### src/rtl/alu_div_core_pkg.sv
// Shared types, widths and the result-finishing helper for the iterative divider.
package alu_div_core_pkg;

  localparam int unsigned DIV_XLEN  = 64;
  localparam int unsigned DIV_WLEN  = 32;
  localparam int unsigned DIV_CNT_W = $clog2(DIV_XLEN) + 1;

  typedef enum logic [1:0] {
    IDLE = 2'd0,
    BUSY = 2'd1,
    DONE = 2'd2
  } div_state_t;

  // Pick quotient/remainder, apply sign correction, word sign-extension and divide-by-zero rules.
  function automatic logic [DIV_XLEN-1:0] div_finish(
    input logic [DIV_XLEN-1:0] q,
    input logic [DIV_XLEN-1:0] r,
    input logic                op_w,
    input logic                op_rem,
    input logic                is_signed,
    input logic                neg_q,
    input logic                neg_r,
    input logic                dz,
    input logic [DIV_XLEN-1:0] dz_rem
  );
    logic [DIV_XLEN-1:0] v;
    v = '0;
    if (dz) begin
      v = op_rem ? dz_rem : '1;
    end else begin
      v = op_rem ? r : q;
      if (is_signed && (op_rem ? neg_r : neg_q)) v = -v;
      if (op_w) v = {{(DIV_XLEN-DIV_WLEN){v[DIV_WLEN-1]}}, v[DIV_WLEN-1:0]};
    end
    return v;
  endfunction

endpackage

### src/rtl/alu_div_core_step.sv
// One restoring shift-subtract iteration: shift in a dividend bit, trial-subtract the divisor.
module alu_div_step
  import alu_div_core_pkg::*;
(
  input  logic [DIV_XLEN-1:0] rem,
  input  logic                dbit,
  input  logic [DIV_XLEN-1:0] divisor,
  output logic [DIV_XLEN-1:0] rem_next,
  output logic                q_bit
);

  logic [DIV_XLEN:0] shifted;
  logic [DIV_XLEN:0] diff;

  // The partial remainder is always below the divisor, so a 65-bit trial is enough.
  assign shifted  = {rem, dbit};
  assign diff     = shifted - {1'b0, divisor};
  assign q_bit    = ~diff[DIV_XLEN];
  assign rem_next = q_bit ? diff[DIV_XLEN-1:0] : shifted[DIV_XLEN-1:0];

endmodule

### src/rtl/alu_div_core.sv
// Iterative restoring divider for 64-bit and 32-bit word DIV/REM ops, signed and unsigned.
// Optional macro DIV_EARLY_OUT_EN finishes trivial cases (divide-by-zero, |a| < |b|) after one BUSY cycle.
module alu_div_core
  import alu_div_core_pkg::*;
(
  input  logic                clk,
  input  logic                reset_n,
  input  logic                in_valid,
  output logic                in_ready,
  input  logic                op_w,
  input  logic                op_rem,
  input  logic                op_unsigned,
  input  logic [DIV_XLEN-1:0] a_raw,
  input  logic [DIV_XLEN-1:0] b_raw,
  input  logic [DIV_XLEN-1:0] a_mag,
  input  logic [DIV_XLEN-1:0] b_mag,
  input  logic [DIV_WLEN-1:0] aw_mag,
  input  logic [DIV_WLEN-1:0] bw_mag,
  input  logic                sign_q,
  input  logic                sign_r,
  input  logic                sign_qw,
  input  logic                sign_rw,
  input  logic                flush,
  output logic                out_valid,
  input  logic                out_ready,
  output logic [DIV_XLEN-1:0] result
);

  localparam int unsigned HIW = DIV_XLEN - DIV_WLEN;

  div_state_t           state;
  logic [DIV_CNT_W-1:0] cnt;
  logic [DIV_XLEN-1:0]  quo;
  logic [DIV_XLEN-1:0]  rem;
  logic [DIV_XLEN-1:0]  dvsr;
  logic [DIV_XLEN-1:0]  dz_rem;
  logic                 w_q;
  logic                 rem_q;
  logic                 signed_q;
  logic                 neg_q;
  logic                 neg_r;
  logic                 dz_q;

  logic [DIV_XLEN-1:0]  a_sel;
  logic [DIV_XLEN-1:0]  b_sel;
  logic [DIV_XLEN-1:0]  a_align;
  logic [DIV_XLEN-1:0]  in_dz_rem;
  logic                 in_dz;
  logic [DIV_XLEN-1:0]  step_rem;
  logic                 step_q;
  logic [DIV_XLEN-1:0]  quo_next;
  logic                 last;
  logic [DIV_XLEN-1:0]  fin_result;

  // Operand selection; word dividends are left-aligned so the next bit is always quo's MSB.
  always_comb begin
    a_sel = '0;
    b_sel = '0;
    if (op_unsigned) begin
      a_sel = op_w ? {{HIW{1'b0}}, a_raw[DIV_WLEN-1:0]} : a_raw;
      b_sel = op_w ? {{HIW{1'b0}}, b_raw[DIV_WLEN-1:0]} : b_raw;
    end else begin
      a_sel = op_w ? {{HIW{1'b0}}, aw_mag} : a_mag;
      b_sel = op_w ? {{HIW{1'b0}}, bw_mag} : b_mag;
    end
  end

  assign a_align   = op_w ? {a_sel[DIV_WLEN-1:0], {HIW{1'b0}}} : a_sel;
  assign in_dz     = (b_sel == '0);
  assign in_dz_rem = op_w ? {{HIW{a_raw[DIV_WLEN-1]}}, a_raw[DIV_WLEN-1:0]} : a_raw;

  alu_div_step u_step (
    .rem      (rem),
    .dbit     (quo[DIV_XLEN-1]),
    .divisor  (dvsr),
    .rem_next (step_rem),
    .q_bit    (step_q)
  );

  assign quo_next   = {quo[DIV_XLEN-2:0], step_q};
  assign last       = w_q ? (cnt == DIV_CNT_W'(DIV_WLEN - 1)) : (cnt == DIV_CNT_W'(DIV_XLEN - 1));
  assign fin_result = div_finish(quo_next, step_rem, w_q, rem_q, signed_q, neg_q, neg_r, dz_q, dz_rem);

`ifdef DIV_EARLY_OUT_EN
  logic                early_q;
  logic [DIV_XLEN-1:0] early_result;
  // Trivial case: quotient 0, remainder is the unshifted dividend held in quo.
  assign early_result = div_finish('0, w_q ? {{HIW{1'b0}}, quo[DIV_XLEN-1:HIW]} : quo,
                                   w_q, rem_q, signed_q, neg_q, neg_r, dz_q, dz_rem);
`endif

  assign in_ready  = (state == IDLE);
  assign out_valid = (state == DONE);

  always_ff @(posedge clk or negedge reset_n) begin
    if (!reset_n) begin
      state    <= IDLE;
      cnt      <= '0;
      quo      <= '0;
      rem      <= '0;
      dvsr     <= '0;
      dz_rem   <= '0;
      w_q      <= 1'b0;
      rem_q    <= 1'b0;
      signed_q <= 1'b0;
      neg_q    <= 1'b0;
      neg_r    <= 1'b0;
      dz_q     <= 1'b0;
      result   <= '0;
`ifdef DIV_EARLY_OUT_EN
      early_q  <= 1'b0;
`endif
    end else begin
      case (state)
        IDLE: begin
          if (in_valid) begin
            state    <= BUSY;
            cnt      <= '0;
            quo      <= a_align;
            rem      <= '0;
            dvsr     <= b_sel;
            dz_rem   <= in_dz_rem;
            w_q      <= op_w;
            rem_q    <= op_rem;
            signed_q <= ~op_unsigned;
            neg_q    <= op_w ? sign_qw : sign_q;
            neg_r    <= op_w ? sign_rw : sign_r;
            dz_q     <= in_dz;
`ifdef DIV_EARLY_OUT_EN
            early_q  <= in_dz || (a_sel < b_sel);
`endif
          end
        end
        BUSY: begin
          if (flush) begin
            state <= IDLE;
          end
`ifdef DIV_EARLY_OUT_EN
          else if (early_q) begin
            state  <= DONE;
            result <= early_result;
          end
`endif
          else begin
            quo <= quo_next;
            rem <= step_rem;
            cnt <= cnt + DIV_CNT_W'(1);
            if (last) begin
              state  <= DONE;
              result <= fin_result;
            end
          end
        end
        DONE: begin
          if (flush || out_ready) state <= IDLE;
        end
        default: state <= IDLE;
      endcase
    end
  end

endmodule
### config.mk
export PLATFORM = sky130hd
export DESIGN_NAME = alu_div_core
export DESIGN_NICKNAME = d
export VERILOG_FILES = /design/src/rtl/alu_div_core_pkg.sv /design/src/rtl/alu_div_core_step.sv /design/src/rtl/alu_div_core.sv
export SDC_FILE = /design/constraint.sdc
export NUM_CORES = 1
export LEC_CHECK = 0
export ABC_CLOCK_PERIOD_IN_PS = 5600
export BUFFER_PORTS_ARGS = -buffer_cell sky130_fd_sc_hd__buf_2
export CORE_MARGIN = 4
export CORE_UTILIZATION = 40
export DETAILED_ROUTE_END_ITERATION = 8
export HOLD_SLACK_MARGIN = 0.15
export PLACE_DENSITY = 0.67
export SYNTH_ARGS = -nofsm -noshare
export SYNTH_HDL_FRONTEND = slang
export SYNTH_SLANG_ARGS = --single-unit
export TNS_END_PERCENT = 1
### constraint.sdc
create_clock -name clk -period 5.6 [get_ports clk]
set_input_delay 0.28 -clock clk [delete_from_list [all_inputs] [get_ports clk]]
set_output_delay 0.28 -clock clk [all_outputs]
set_load 0.05 [all_outputs]
# Yosys cells after proc, flatten, opt, wreduce, memory -nomap -nowiden

Index checks and enable logic that the tools add are counted.
Widths: inputs -> output; s select.

Logic and storage cells: 68
Input bits: 332
Register bits after elaboration: 335
Output and inout bits: 66

Muxes and demuxes: 32
Add/subtract/negate cells: 3
Reduce and logical (&&, ||, !) cells: 9
Equality and inequality tests: 8
Bitwise gates (word level): 3

Operators with widths:

| kind                | count |
|---|---|
| $mux 64             | 18 |
| $pmux 64 s2         | 2 |
| $sub 65x64->65      | 1 |
| $logic_not 64->1    | 1 |
| $neg 64->64         | 1 |
| $mux 7              | 2 |
| $pmux 7 s2          | 1 |
| $reduce_and 3->1    | 3 |
| $mux 2              | 4 |
| $add 7x1->7 const B | 1 |
| $eq 7x5->1 const B  | 1 |
| $eq 7x6->1 const B  | 1 |
| $pmux 2 s3          | 1 |
| $mux 1              | 4 |
| $ne 2x2->1 const B  | 2 |
| $ne 3x3->1 const B  | 1 |
| $not 1->1           | 3 |
| $eq 2x1->1 const B  | 1 |
| $eq 2x2->1 const B  | 1 |
| $logic_not 2->1     | 1 |
| $ne 2x1->1 const B  | 1 |
| $reduce_and 2->1    | 1 |
| $reduce_bool 2->1   | 1 |
| $logic_and 1x1->1   | 1 |
| $logic_or 1x1->1    | 1 |

# Longest topological paths before layout

Word-level depth: 7
Gate-level depth with buffers: 23

# Hierarchy

A second synthesis with hierarchy kept.

Cells, all modules: 2913
Area, all modules: 24717.5 um^2

By module, submodules not included:

| module       | times used | cells each | area an instance (um^2) |
|---|---|---|---|
| alu_div_core | 1          | 2191       | 19547.5 |
| alu_div_step | 1          | 722        | 5170.0 |

# Worst setup path before layout

No wires, ideal clock.

Path kind: register to register
From: reg quo[63]
To: reg result[44]
Setup time: 0.092 ns
Data required time: 5.508 ns
Path buffers: 3
Cell stages (with the launch flop): 23
Clock period less this slack: 5.223 ns
Path slack: 0.377 ns
Data arrival time: 5.131 ns
Path through: dfrtp_1 inv_1 ha_1 fa_1 nand2b_1 a21oi_1 o211ai_1 a21oi_1 nand3_1 o21a_1 buf_2 nand2_1 buf_1 buf_1 o21ai_0 mux2i_1 ha_1 nand4_1 or4_4 o41ai_2 xor2_1 a21oi_1 o31ai_2

Word-level cells in the longest chain between the ends: 7
Elaborated cells on any way between the ends: 8

RTL lines:

| item                                 | RTL line                                         | source |
|---|---|---|
| start, declared                      | alu_div_core.sv:33                               | `logic [DIV_XLEN-1:0] quo;` |
| start signal, assigned               | alu_div_core.sv:119                              | `quo <= a_align;` |
| start signal, assigned               | alu_div_core.sv:145                              | `quo <= quo_next;` |
| $sub 65x64->65                       | alu_div_core_step.sv:17                          | `assign diff = shifted - {1'b0, divisor};` |
| $mux 64 or $not 1->1 (tied branches) | alu_div_core_step.sv:19, alu_div_core_step.sv:18 |  |
| $mux 64 *                            | alu_div_core_pkg.sv:31                           | `v = op_rem ? r : q;` |
| $neg 64->64                          | alu_div_core_pkg.sv:32                           | `if (is_signed && (op_rem ? neg_r : neg_q)) v = -v;` |
| $mux 64 *                            | alu_div_core_pkg.sv:32                           |  |
| $mux 64 *                            | alu_div_core_pkg.sv:33                           | `if (op_w) v = {{(DIV_XLEN-DIV_WLEN){v[DIV_WLEN-1]}}, v[DIV_WLEN-1:0]};` |
| $mux 64 *                            | alu_div_core_pkg.sv:28                           | `if (dz) begin` |
| end signal, assigned                 | alu_div_core.sv:150                              | `result <= fin_result;` |
| end, declared                        | alu_div_core.sv:26                               | `output logic [DIV_XLEN-1:0] result` |

Mark *: on every way between the ends. The rest lies on a longest branch, timed or not.
A chain may end at the register's enable or synchronous reset.

# Worst setup path after layout

From: reg rem[19]
To: reg result[57]

Word-level cells in the longest chain between the ends: 7
Elaborated cells on any way between the ends: 8

RTL lines:

| item                                 | RTL line                                         | source |
|---|---|---|
| start, declared                      | alu_div_core.sv:34                               | `logic [DIV_XLEN-1:0] rem;` |
| start signal, assigned               | alu_div_core.sv:146                              | `rem <= step_rem;` |
| $sub 65x64->65                       | alu_div_core_step.sv:17                          |  |
| $mux 64 or $not 1->1 (tied branches) | alu_div_core_step.sv:19, alu_div_core_step.sv:18 |  |
| $mux 64 *                            | alu_div_core_pkg.sv:31                           |  |
| $neg 64->64                          | alu_div_core_pkg.sv:32                           |  |
| $mux 64 *                            | alu_div_core_pkg.sv:32                           |  |
| $mux 64 *                            | alu_div_core_pkg.sv:33                           |  |
| $mux 64 *                            | alu_div_core_pkg.sv:28                           |  |

Marked as above.

==> reports/results.ini <==
[finish]
fin_nets = 3866
multi_input_area_um2 = 14400
final_cell_area_um2 = 30200
nFillCells = 5747
diodes = 0
regArea_um2 = 8390
syn_to_final_growth_pct = 26.4
drive_gt1_frac = 0.201

[floorplanning]
die_area_um2 = 63700
start_util = 0.404
core-area_um2 = 59000
die_x_um = 252
rows = 89
fp.dieH_um = 252
ios = 398

[synthesis]
yosysUniqueCellTypes = 87
synth.area.mux_share = 0.0825
ys_warn_count = 0
synthesis.nets = 3344
synth_top_family_by_area = compound AO/OA/AOI/OAI gates
ys_seq_elements = 335
syn-instance-count = 2945
synth_compound_area_frac = 0.247
synthArstFlopShare = 1.00
synth-edff-count = 0
synthAdderAreaFrac = 0.0354
syn_area_um2 = 23900
synth.avg_cell_area_um2 = 8.11
yosys.area_share.simple = 0.189
synth_xor_area_frac = 0.0440
synthFlopType = dfrtp_1
yosysSeqAreaShare = 0.351

[routing]
routed-wl-met2_um = 48100
wl_per_cell_um = 22.8
met1Wirelength_um = 37500
ant_nets = 0
drtIter0Drc = 2898
route.final.wire_length_um = 97200
drc = 0
drt_pass1_iterations = 6
highest_layer = met5
dr_wl_met3_um = 7430
routed_via_density = 5.86
num_vias = 25013

[sta]
tns_ns = 0
rsz0062_at_grt = yes
fmax_ghz = 0.184
final_max_slew_viol_count = 0
slew-limit-headroom = 0.255
fin_skew_ns = 0.0223
setup-violations-final = 0
fin_crit_sh = 0.969
tightestPinTransition_ns = 1.10
fin_crit_ns = 5.43
hold_viol = 0
fin_ws_ns = 0.172

[setup_path]
cp-start-kind = register
cp_slowest_cell = a221oi_1
path_cells = ha_1 -> a21oi_1 -> o21ai_0 -> a221o_1 -> and2_0 -> a221oi_1 -> a31oi_1 -> xnor2_1 -> o221ai_1 -> a2111oi_0 -> buf_4 -> nand3_1 -> nor2_1 -> a41oi_1 -> xnor2_1 -> buf_4 -> a22oi_1 -> o21ai_0
worstPathArrival_ns = 5.92
worst-path-max-fanout = 8
slowest_delay_ns = 0.70
crit_type = register to register
required_ns = 6.10
cp-end-kind = register

[power]
comb_power_share = 0.385
peakVddDrop_uv = 204
p_switching_mw = 3.58
p_int_mw = 5.69
power_mw = 9.27
switching_share = 0.386
power.density_nw_per_um2 = 307
seq_power_share = 0.329
p_leak_nw = 13.8
power_frac_clock = 0.286

[placed_design]
portBuffers = 397
place_congestion = 0.973
dpl.hpwl_um = 73300
place_area_um2 = 27000
pre_cts_ws_ns = 0.0514

[global_route]
antenna_found_initial = 4
grt.total_usage = 0.292
grt_max_degree = 174
grt_pass1_wl_um = 144000
grt_overflow = 0
grt_pass1_vias = 24208

[clock_tree]
cts_buffers = 40
clockBufferDepth = 3
clkSlewWorstSetupHoldPaths_ns = 0.06
clock-root-buffer = clkbuf_16
clk-insertion-delay-late_ns = 0.59
cts_sinks = 335
cts_tree = yes
cts-htree-levels = 2

[worst_hold_path]
worstHoldPathType = input port to register

[run]
cap_violations = 0

[run_status]
status = complete, no violations

-- per-stage QoR --
stage / std cells / hold WS, ns / util
final: 4270 / 0.155 / 0.511
after global routing: 4270 / 0.153 / 0.511
after CTS: 4268 / 0.150 / 0.510
after detailed placement: 4019 / 0.271 / 0.457
after global placement: 4019 / 0.269 / 0.457
after floorplan: 2945 / -0.0156 / -
-- power groups by stage --
stage          registers (mW)  clock network, mW  logic [mW]
5_1_grt                  3.09               2.78        3.88
3_3_place_gp             3.07                  0        3.36
2_1_floorplan            2.96                  0        2.24
3_5_place_dp             3.08                  0        3.38
4_1_cts                  3.04               2.67        3.50
6_report                 3.05               2.65        3.57
-- flip-flops by register name, summed over array words and instances (netlist names), 2 cells and up --
signal,count
cnt,7
rem,64
dz_rem,64
dvsr,64
state,2
quo,64
result,64
-- worst max-delay path, delay by kind of cell (launching register included) --
family | cells | cell delay (ns)
buffers and inverters | 2 | 0.37
DFF | 1 | 0.45
adders and majority gates | 1 | 0.43
xor gates and xnor gates | 2 | 0.58
AOI/OAI and AO/OA | 10 | 2.83
and+or+nand+nor | 3 | 0.66
-- final cells by class --
class                   count  share of cell area
multi-input cells        2299               0.476
flip-flops and latches    335               0.278
repair buffers            700               0.159
clock buffers              58              0.0384
well taps                 773              0.0321
inverters                  91              0.0113
clock inverters            14             0.00514
-- cells in the final DEF, fill, tap and decap left out, types with 12 or more instances in the layout --
master,instances
mux4_2,18
nor3_1,32
dlygate4sd3_1,177
o21a_1,21
o21bai_1,12
xor2_1,52
a221oi_1,18
and3_1,15
a211oi_1,15
a21oi_1,268
mux2i_1,111
inv_1,90
nor2b_1,16
clkbuf_16,40
o2111ai_1,24
a22oi_1,38
o211ai_1,23
nand4_1,53
nand2_1,405
o31ai_1,35
a31oi_1,32
o22ai_1,33
buf_2,394
nand3_1,69
mux2_2,38
ha_1,66
o21ai_0,302
and2_1,22
a22o_1,18
a21o_1,24
nor2_1,253
buf_4,121
nor4_1,25
xnor2_1,67
dfrtp_1,334
or3_1,14
nand2b_1,31
-- cell families after synthesis --
kind of cell,Yosys count
AO/OA/AOI/OAI,958
XOR/XNOR,120
adder cells (fa/ha/maj),67
buffers and inverters,311
flip-flops,335
multiplexers,169
AND/OR/NAND/NOR,985
-- what timing repair did --
action	CTS	global route
setup buffers	0	2
hold buffers	177	0
endpoints found under the setup margin	0	36
resized for setup	0	16
endpoints found under the hold margin	214	0
-- cells in the mapped netlist, types with 33 or more instances --
cell type,n,share of area
mux2i_1,112,0.047
clkbuf_1,158,0.025
xor2_1,52,0.019
nand2_1,408,0.064
nand3_1,69,0.014
a22oi_1,38,0.012
nand4_1,53,0.014
inv_1,91,0.014
ha_1,66,0.035
dfrtp_1,335,0.35
o21ai_0,302,0.063
o22ai_1,33,0.0086
xnor2_1,68,0.025
nor2_1,254,0.040
mux2_2,38,0.018
a21oi_1,270,0.057
o31ai_1,35,0.011
-- final timing paths --
check / start / to / slack (ns) / depth (start not counted)
setup / recovery: rem[19] / result[57] / 0.17 / 18
hold reg to reg: dz_rem[13] / dz_rem[13] / 0.47 / 2
max in group asynchronous: reset_n / rem[24] / 3.99 / 3
min in group asynchronous: reset_n / dz_rem[48] / 0.25 / 2
hold / removal: b_raw[60] / dvsr[60] / 0.16 / 4
setup reg to reg: rem[19] / result[57] / 0.17 / 18
-- per-layer routing --
metal | up-vias | track usage
met3 | 227 | 0.0537
met5 | - | 0
li1 | 11699 | -
met4 | 4 | 0.107
met2 | 1030 | 0.507
met1 | 12053 | 0.364
No activity file was read; power rests on OpenSTA's default activity.
